--- src/rtl/bus_ctrl_pkg.sv ---
// Shared types and constants for the 68030 bus-cycle controller.
package bus_ctrl_pkg;
   typedef enum logic [1:0] {IDLE, WAIT, ACK, ERR} bus_state_t;

   localparam logic [1:0] PORT8  = 2'b01;
   localparam logic [1:0] PORT16 = 2'b10;
   localparam logic [1:0] PORT32 = 2'b11;

   localparam logic [2:0] FC_CPU_SPACE = 3'b111;
   localparam logic [3:0] IACK_A_CPU   = 4'hF;

   typedef struct packed {
      logic [3:0] wst;
      logic [1:0] port;
      logic       ext;
   } region_attr_t;
endpackage

--- src/rtl/region_decoder.sv ---
// Combinational window decode of A[31:28]: per-region hits, lowest-index winner
// and the winner's attributes. The boot overlay collapses all data space onto the ROM.
module region_decoder
   import bus_ctrl_pkg::*;
#(
   parameter int                         NUM_REGIONS = 4,
   parameter int                         SEL_W       = 2,
   parameter logic [4*NUM_REGIONS-1:0]   REGION_BASE = {4'hF, 4'h8, 4'h0, 4'hE},
   parameter logic [4*NUM_REGIONS-1:0]   REGION_WAIT = 16'h2010,
   parameter logic [2*NUM_REGIONS-1:0]   REGION_PORT = 8'b01_11_11_01,
   parameter logic [NUM_REGIONS-1:0]     REGION_EXT  = 4'b0100,
   parameter int                         ROM_REGION  = 0
) (
   input  logic [3:0]             i_a_hi,
   input  logic [2:0]             i_fc,
   input  logic                   i_boot,
   output logic [NUM_REGIONS-1:0] o_hit,
   output logic [SEL_W-1:0]       o_sel,
   output logic                   o_mapped,
   output region_attr_t           o_attr
);
   logic w_cpu_space;
   assign w_cpu_space = (i_fc == FC_CPU_SPACE);

   for (genvar g = 0; g < NUM_REGIONS; g++) begin : g_hit
      assign o_hit[g] = ~w_cpu_space &
                        (i_boot ? (g == ROM_REGION) : (i_a_hi == REGION_BASE[4*g +: 4]));
   end

   assign o_mapped = |o_hit;

   always_comb begin
      o_sel  = '0;
      o_attr = '0;
      for (int i = NUM_REGIONS - 1; i >= 0; i--)
         if (o_hit[i]) o_sel = SEL_W'(i);
      for (int i = 0; i < NUM_REGIONS; i++)
         if (o_sel == SEL_W'(i))
            o_attr = '{wst: REGION_WAIT[4*i +: 4], port: REGION_PORT[2*i +: 2], ext: REGION_EXT[i]};
   end
endmodule

--- src/rtl/bus_cycle_controller.sv ---
// 68030 bus-cycle controller: region chip selects, DSACK/AVEC/BERR termination,
// bus-timeout watchdog and boot ROM overlay.
module bus_cycle_controller
   import bus_ctrl_pkg::*;
#(
   parameter int                         NUM_REGIONS    = 4,
   parameter logic [4*NUM_REGIONS-1:0]   REGION_BASE    = {4'hF, 4'h8, 4'h0, 4'hE},
   parameter logic [4*NUM_REGIONS-1:0]   REGION_WAIT    = 16'h2010,
   parameter logic [2*NUM_REGIONS-1:0]   REGION_PORT    = 8'b01_11_11_01,
   parameter logic [NUM_REGIONS-1:0]     REGION_EXT     = 4'b0100,
   parameter int                         ROM_REGION     = 0,
   parameter int                         BOOT_CYCLES    = 8,
   parameter int                         TIMEOUT_CYCLES = 255
) (
   input  logic                     i_clk,
   input  logic                     i_rst,
   input  logic [3:0]               i_a_hi,
   input  logic [2:0]               i_iack_lvl,
   input  logic [2:0]               i_fc,
   input  logic [3:0]               i_a_cpu,
   input  logic                     i_as_n,
   input  logic                     i_ds_n,
   input  logic [2*NUM_REGIONS-1:0] i_ext_dsack_n,
   input  logic [6:0]               i_vec_lvl_mask,
   output logic [NUM_REGIONS-1:0]   o_cs_n,
   output logic [1:0]               o_dsack_n,
   output logic                     o_berr_n,
   output logic                     o_avec_n,
   output logic                     o_boot
);
   localparam int SEL_W  = (NUM_REGIONS > 1) ? $clog2(NUM_REGIONS) : 1;
   localparam int BOOT_W = $clog2(BOOT_CYCLES + 2);

   logic [NUM_REGIONS-1:0] w_hit;
   logic [SEL_W-1:0]       w_sel;
   logic                   w_mapped;
   region_attr_t           w_attr;

   bus_state_t       r_state, w_state_nxt;
   logic [3:0]       r_wcnt;
   logic [7:0]       r_tcnt;
   logic [SEL_W-1:0] r_sel;
   logic [1:0]       r_port;
   logic             r_ext, r_mapped, r_iack, r_avec_ok;
   logic [1:0]       r_dsack_n, w_dsack_nxt;
   logic             r_berr_n, w_berr_nxt;
   logic             r_avec_n, w_avec_nxt;
   logic             r_as_q, r_boot;
   logic [BOOT_W-1:0] r_bcnt;

   logic       w_iack, w_avec_ok, w_term, w_tout, w_as_rise;
   logic [7:0] w_lvl_mask;
   logic [1:0] w_ext_pair;

   region_decoder #(
      .NUM_REGIONS(NUM_REGIONS), .SEL_W(SEL_W), .REGION_BASE(REGION_BASE),
      .REGION_WAIT(REGION_WAIT), .REGION_PORT(REGION_PORT), .REGION_EXT(REGION_EXT),
      .ROM_REGION(ROM_REGION)
   ) u_dec (
      .i_a_hi(i_a_hi), .i_fc(i_fc), .i_boot(r_boot),
      .o_hit(w_hit), .o_sel(w_sel), .o_mapped(w_mapped), .o_attr(w_attr)
   );

   // 8-bit internal ports also need DS_n; reset forces every select off.
   for (genvar g = 0; g < NUM_REGIONS; g++) begin : g_cs
      localparam bit DS_QUAL = (REGION_PORT[2*g +: 2] == PORT8) && !REGION_EXT[g];
      assign o_cs_n[g] = ~(w_hit[g] & (w_sel == SEL_W'(g)) & ~i_as_n & ~i_rst &
                           (~i_ds_n | ~DS_QUAL));
   end

   assign w_iack     = (i_fc == FC_CPU_SPACE) & (i_a_cpu == IACK_A_CPU);
   assign w_lvl_mask = {i_vec_lvl_mask, 1'b0};
   assign w_avec_ok  = w_lvl_mask[i_iack_lvl];
   assign w_as_rise  = i_as_n & ~r_as_q;

   always_comb begin
      w_ext_pair = 2'b11;
      for (int i = 0; i < NUM_REGIONS; i++)
         if (r_sel == SEL_W'(i)) w_ext_pair = i_ext_dsack_n[2*i +: 2];
   end

   // Internal regions terminate on the edge where the wait count reaches zero.
   assign w_term = r_iack ? r_avec_ok :
                   (r_mapped & (r_ext ? (w_ext_pair != 2'b11) : (r_wcnt <= 4'd1)));
   assign w_tout = (r_tcnt == 8'(TIMEOUT_CYCLES));

   always_ff @(posedge i_clk or posedge i_rst)
      if (i_rst) r_state <= IDLE;
      else       r_state <= w_state_nxt;

   always_comb begin
      w_state_nxt = r_state;
      case (r_state)
         IDLE:    if (!i_as_n) w_state_nxt = WAIT;
         WAIT:    if (i_as_n)       w_state_nxt = IDLE;
                  else if (w_term)  w_state_nxt = ACK;
                  else if (w_tout)  w_state_nxt = ERR;
         ACK,
         ERR:     if (i_as_n) w_state_nxt = IDLE;
         default: w_state_nxt = IDLE;
      endcase
   end

   always_comb begin
      w_dsack_nxt = r_dsack_n;
      w_berr_nxt  = r_berr_n;
      w_avec_nxt  = r_avec_n;
      case (r_state)
         WAIT:
            if (!i_as_n && w_term) begin
               if (r_iack) w_avec_nxt  = 1'b0;
               else        w_dsack_nxt = r_ext ? w_ext_pair : ~r_port;
            end else if (!i_as_n && w_tout) begin
               w_berr_nxt = 1'b0;
            end
         ACK,
         ERR:
            if (i_as_n) begin
               w_dsack_nxt = 2'b11;
               w_berr_nxt  = 1'b1;
               w_avec_nxt  = 1'b1;
            end
         default: begin
            w_dsack_nxt = 2'b11;
            w_berr_nxt  = 1'b1;
            w_avec_nxt  = 1'b1;
         end
      endcase
   end

   always_ff @(posedge i_clk or posedge i_rst)
      if (i_rst) begin
         r_dsack_n <= 2'b11;
         r_berr_n  <= 1'b1;
         r_avec_n  <= 1'b1;
      end else begin
         r_dsack_n <= w_dsack_nxt;
         r_berr_n  <= w_berr_nxt;
         r_avec_n  <= w_avec_nxt;
      end

   // Cycle attributes are captured at AS_n fall so mid-cycle decode changes are ignored.
   always_ff @(posedge i_clk or posedge i_rst)
      if (i_rst) begin
         r_wcnt    <= '0;
         r_tcnt    <= '0;
         r_sel     <= '0;
         r_port    <= '0;
         r_ext     <= 1'b0;
         r_mapped  <= 1'b0;
         r_iack    <= 1'b0;
         r_avec_ok <= 1'b0;
      end else if (r_state == IDLE && !i_as_n) begin
         r_wcnt    <= w_attr.wst;
         r_tcnt    <= '0;
         r_sel     <= w_sel;
         r_port    <= w_attr.port;
         r_ext     <= w_attr.ext;
         r_mapped  <= w_mapped;
         r_iack    <= w_iack;
         r_avec_ok <= w_avec_ok;
      end else if (r_state == WAIT) begin
         if (r_wcnt != 4'd0)  r_wcnt <= r_wcnt - 4'd1;
         if (r_tcnt != 8'hFF) r_tcnt <= r_tcnt + 8'd1;
      end

   always_ff @(posedge i_clk or posedge i_rst)
      if (i_rst) begin
         r_as_q <= 1'b1;
         r_boot <= 1'b1;
         r_bcnt <= '0;
      end else begin
         r_as_q <= i_as_n;
         if (r_boot && w_as_rise) begin
            r_bcnt <= r_bcnt + 1'b1;
            if (r_bcnt == BOOT_W'(BOOT_CYCLES - 1)) r_boot <= 1'b0;
         end
      end

   assign o_dsack_n = r_dsack_n;
   assign o_berr_n  = r_berr_n;
   assign o_avec_n  = r_avec_n;
   assign o_boot    = r_boot;
endmodule

--- config.mk ---
export PLATFORM = sky130hd
export DESIGN_NAME = bus_cycle_controller
export DESIGN_NICKNAME = d
export VERILOG_FILES = /design/src/rtl/bus_ctrl_pkg.sv /design/src/rtl/region_decoder.sv /design/src/rtl/bus_cycle_controller.sv
export SDC_FILE = /design/constraint.sdc
export NUM_CORES = 1
export LEC_CHECK = 0
export ABC_AREA = 1
export CAP_MARGIN = 0
export CELL_PAD_IN_SITES_DETAIL_PLACEMENT = 0
export CELL_PAD_IN_SITES_GLOBAL_PLACEMENT = 1
export CORE_AREA = 3 3 75 77
export CTS_CLUSTER_DIAMETER = 200
export DETAILED_ROUTE_END_ITERATION = 6
export DIE_AREA = 0 0 78 80
export PLACE_DENSITY_LB_ADDON = 0.1
export REMOVE_ABC_BUFFERS = 1
export SLEW_MARGIN = 15
export SYNTH_ARGS = -nofsm -noshare
export SYNTH_HDL_FRONTEND = slang
export SYNTH_SLANG_ARGS = --single-unit
--- constraint.sdc ---
create_clock -name i_clk -period 3.4 [get_ports i_clk]
set_input_delay 0.34 -clock i_clk [delete_from_list [all_inputs] [get_ports i_clk]]
set_output_delay 0.34 -clock i_clk [all_outputs]
set_load 0.05 [all_outputs]
==> metrics.txt <==
status complete, no violations; number of distinct library cell variants in the gate-level netlist after synthesis 33; Highest Clock Rate 329 MHz; Post CTS Setup Buffer Count 0; length of routed wiring on met1 between 2000 and 2500 microns; clock sink total 32; count of endpoints failing setup in the final report 0; die area 6240 sq um; clk root buf sky130_fd_sc_hd__clkbuf_8; crit-path max FO 4; final-layout fill cell count 533; final-report hold violation count 0; met2 wire len 1760 microns; final cycle utilization of the critical path about 89%; pins over their slew limit 0; Initial Util 37.7%; clock-pin slew of the registers on the worst-case setup and hold paths 0.06 ns; leading cell types in the layout, fill and taps excluded sky130_fd_sc_hd__nand2_1 (49), sky130_fd_sc_hd__clkdlybuf4s50_1 (41), sky130_fd_sc_hd__inv_1 (33); Post-CTS Hold Buffers 0; drt drc 0; number of buffers on the longest clock path 2; count of vias placed by the detailed router between 1,500 and 2,000; Final ANT Viol Nets 0; Data arrival, critical path 2.70 ns; vias in the first global route around 1,600; ratio of routed vias to standard cells 4.61; clock buffer count from CTS 5; area of combinational cells with multiple inputs 957 sq um; count of cells resized by post-cts repair 0; Die Wd 78 microns; Min-Delay Path Depth 2; final routed wirelength across all metal layers 4040 microns; Power per Cell Area 656 nW/um^2; Setup CP Type input pin to output pin; async set-reset flop share out of synthesis 100%; Final Net Count 332; Worst Reg-to-Reg Cells 10; Syn Std Cell Area 1910 sq um; layout cell share with drive strength beyond 1 13.4%; cell count after synthesis 242; RD Place Congestion around 0.74; highest routing layer actually used met4; n_diodes 0; met3 routed WL 210 microns; yosys synthesis warning count 0; share of the yosys chip area belonging to registers 42.2%; maximum number of pins on one net before global-route repair 33; dominant synthesized flop cell sky130_fd_sc_hd__dfrtp_1; peak supply drop 0.000342 V; hpwl dp 3080 microns; num ports 42; GRT Util Overall 14.5%; clock tree from TritonCTS built; Max-slew headroom 66.2%; area of the core region 5070 sq um; max-cap check violation count 0; leakage dissipation ~1.2 nW; initial antenna violation count 0; number of H-tree levels 2; Hold Slack 0.464 ns; critical path launch point type input pin; register bit total from synthesis 32; non-filler instance count after layout 361; final global-route overflow total 0; IO Port Bufs 41; accumulated negative setup slack 0 ns; violation count after the first detailed-routing iteration 76; area growth from synthesis to layout 30.5%; RSZ-0062 raised after global routing no; Worst EP required slightly above 3 ns; number of placement rows 26; EDFF count, synth 0; total placed cells including tap cells 353; clock latency at the later pin of the worst-skew pair 0.28 ns; transition at the pin with the smallest max-transition slack 0.505 ns; worst hold path class register to register; average footprint of a synthesized cell 7.91 sq um; commonest non-fill, non-tap cell in the layout sky130_fd_sc_hd__nand2_1; endpoint type of the worst setup path output pin; minimum period implied by the final worst setup slack 3.04 ns; height of the die 80 microns; worst clock skew 0.00696 ns; global-route wire length before repair 7130 microns; area taken by flip-flops and latches ~800 sq um; first-pass iteration count of the detailed router 4; routed wirelength normalized by instance count about 11 microns
worst max-delay path, cell delays in order:
cell and delay [ns]:
sky130_fd_sc_hd__clkdlybuf4s50_1 0.46, sky130_fd_sc_hd__nand3_1 0.15, sky130_fd_sc_hd__nand4_1 0.15, sky130_fd_sc_hd__inv_1 0.07, sky130_fd_sc_hd__nor2_1 0.25, sky130_fd_sc_hd__inv_1 0.13
sky130_fd_sc_hd__ha_1 0.24, sky130_fd_sc_hd__nand3_1 0.09, sky130_fd_sc_hd__clkdlybuf4s50_1 0.80
registers in the layout (all words and copies together) (netlist names), 2 cells and up:
name	cells
o_dsack_n	2
r_bcnt	4
r_port	2
r_sel	2
r_state	2
r_tcnt	8
r_wcnt	4
stage by stage:
stage / util, % / cell area [sq um] / power, mW / setup slack (ns)
final: 49.2 / 2500 / 1.64 / 0.363
after global routing: 49.2 / 2500 / 1.81 / 0.250
after CTS: 49.2 / 2500 / 1.67 / 0.381
after detailed placement: 47.6 / 2420 / 1.37 / 0.386
after global placement: 47.6 / 2420 / 1.37 / 0.420
after floorplan: - / 1900 / 1.16 / 1.14
area by class of cell:
cell class	instances	area share, %
multi-input combinational	171	38.3
sequential	32	32.3
timing repair buffer	43	17.0
inverter	37	5.56
tap	70	3.51
clock buffer	7	3.05
clock inverter	1	0.200
cells in the mapped netlist, drive strengths merged, types with 2 or more instances:
cell	count	share of area, %
a21oi	7	1.8
a31oi	3	0.98
buf	2	0.52
dfrtp	26	34
dfstp	6	8.2
ha	9	5.9
inv	37	7.3
nand2	56	12
nand3	17	5.2
nand4	8	2.9
nor2	33	7.9
nor3	3	1.0
nor4	3	1.3
o21ai	20	5.2
xor2	4	1.8
per-layer routing:
layer	GRT usage [%]	vias up
li1	-	887
met1	18.6	733
met2	23.6	37
met3	4.06	7
met4	4.20	0
met5	0	-
power by group:
group | switching, mW | internal, mW
registers | 0.0879 | 0.508
logic | 0.480 | 0.283
clock network | 0.137 | 0.144
path summary, 6_finish.rpt:
check / from / endpoint / slack, ns
worst max-delay path: i_fc[1] / o_cs_n[1] / 0.36
worst min-delay path: o_avec_n / o_avec_n / 0.46
worst max register to register: o_boot / r_wcnt[1] / 1.46
worst min register to register: o_avec_n / o_avec_n / 0.46
max in group asynchronous: i_rst / o_dsack_n[0] / 2.59
min in group asynchronous: i_rst / r_bcnt[2] / 0.47
logic make-up (layout without fill, tap and decap cells):
logic type,after synthesis,count (layout),share of synthesized area (%)
and+or+nand+nor,121,121,31.0
buffers and inverters,39,88,7.78
AOI/OAI and AO/OA,36,36,10.9
DFF,32,32,42.2
adders and majority gates,9,9,5.88
xor gates and xnor gates,5,5,2.29
Note: power is estimated with default switching activity, not from simulation.
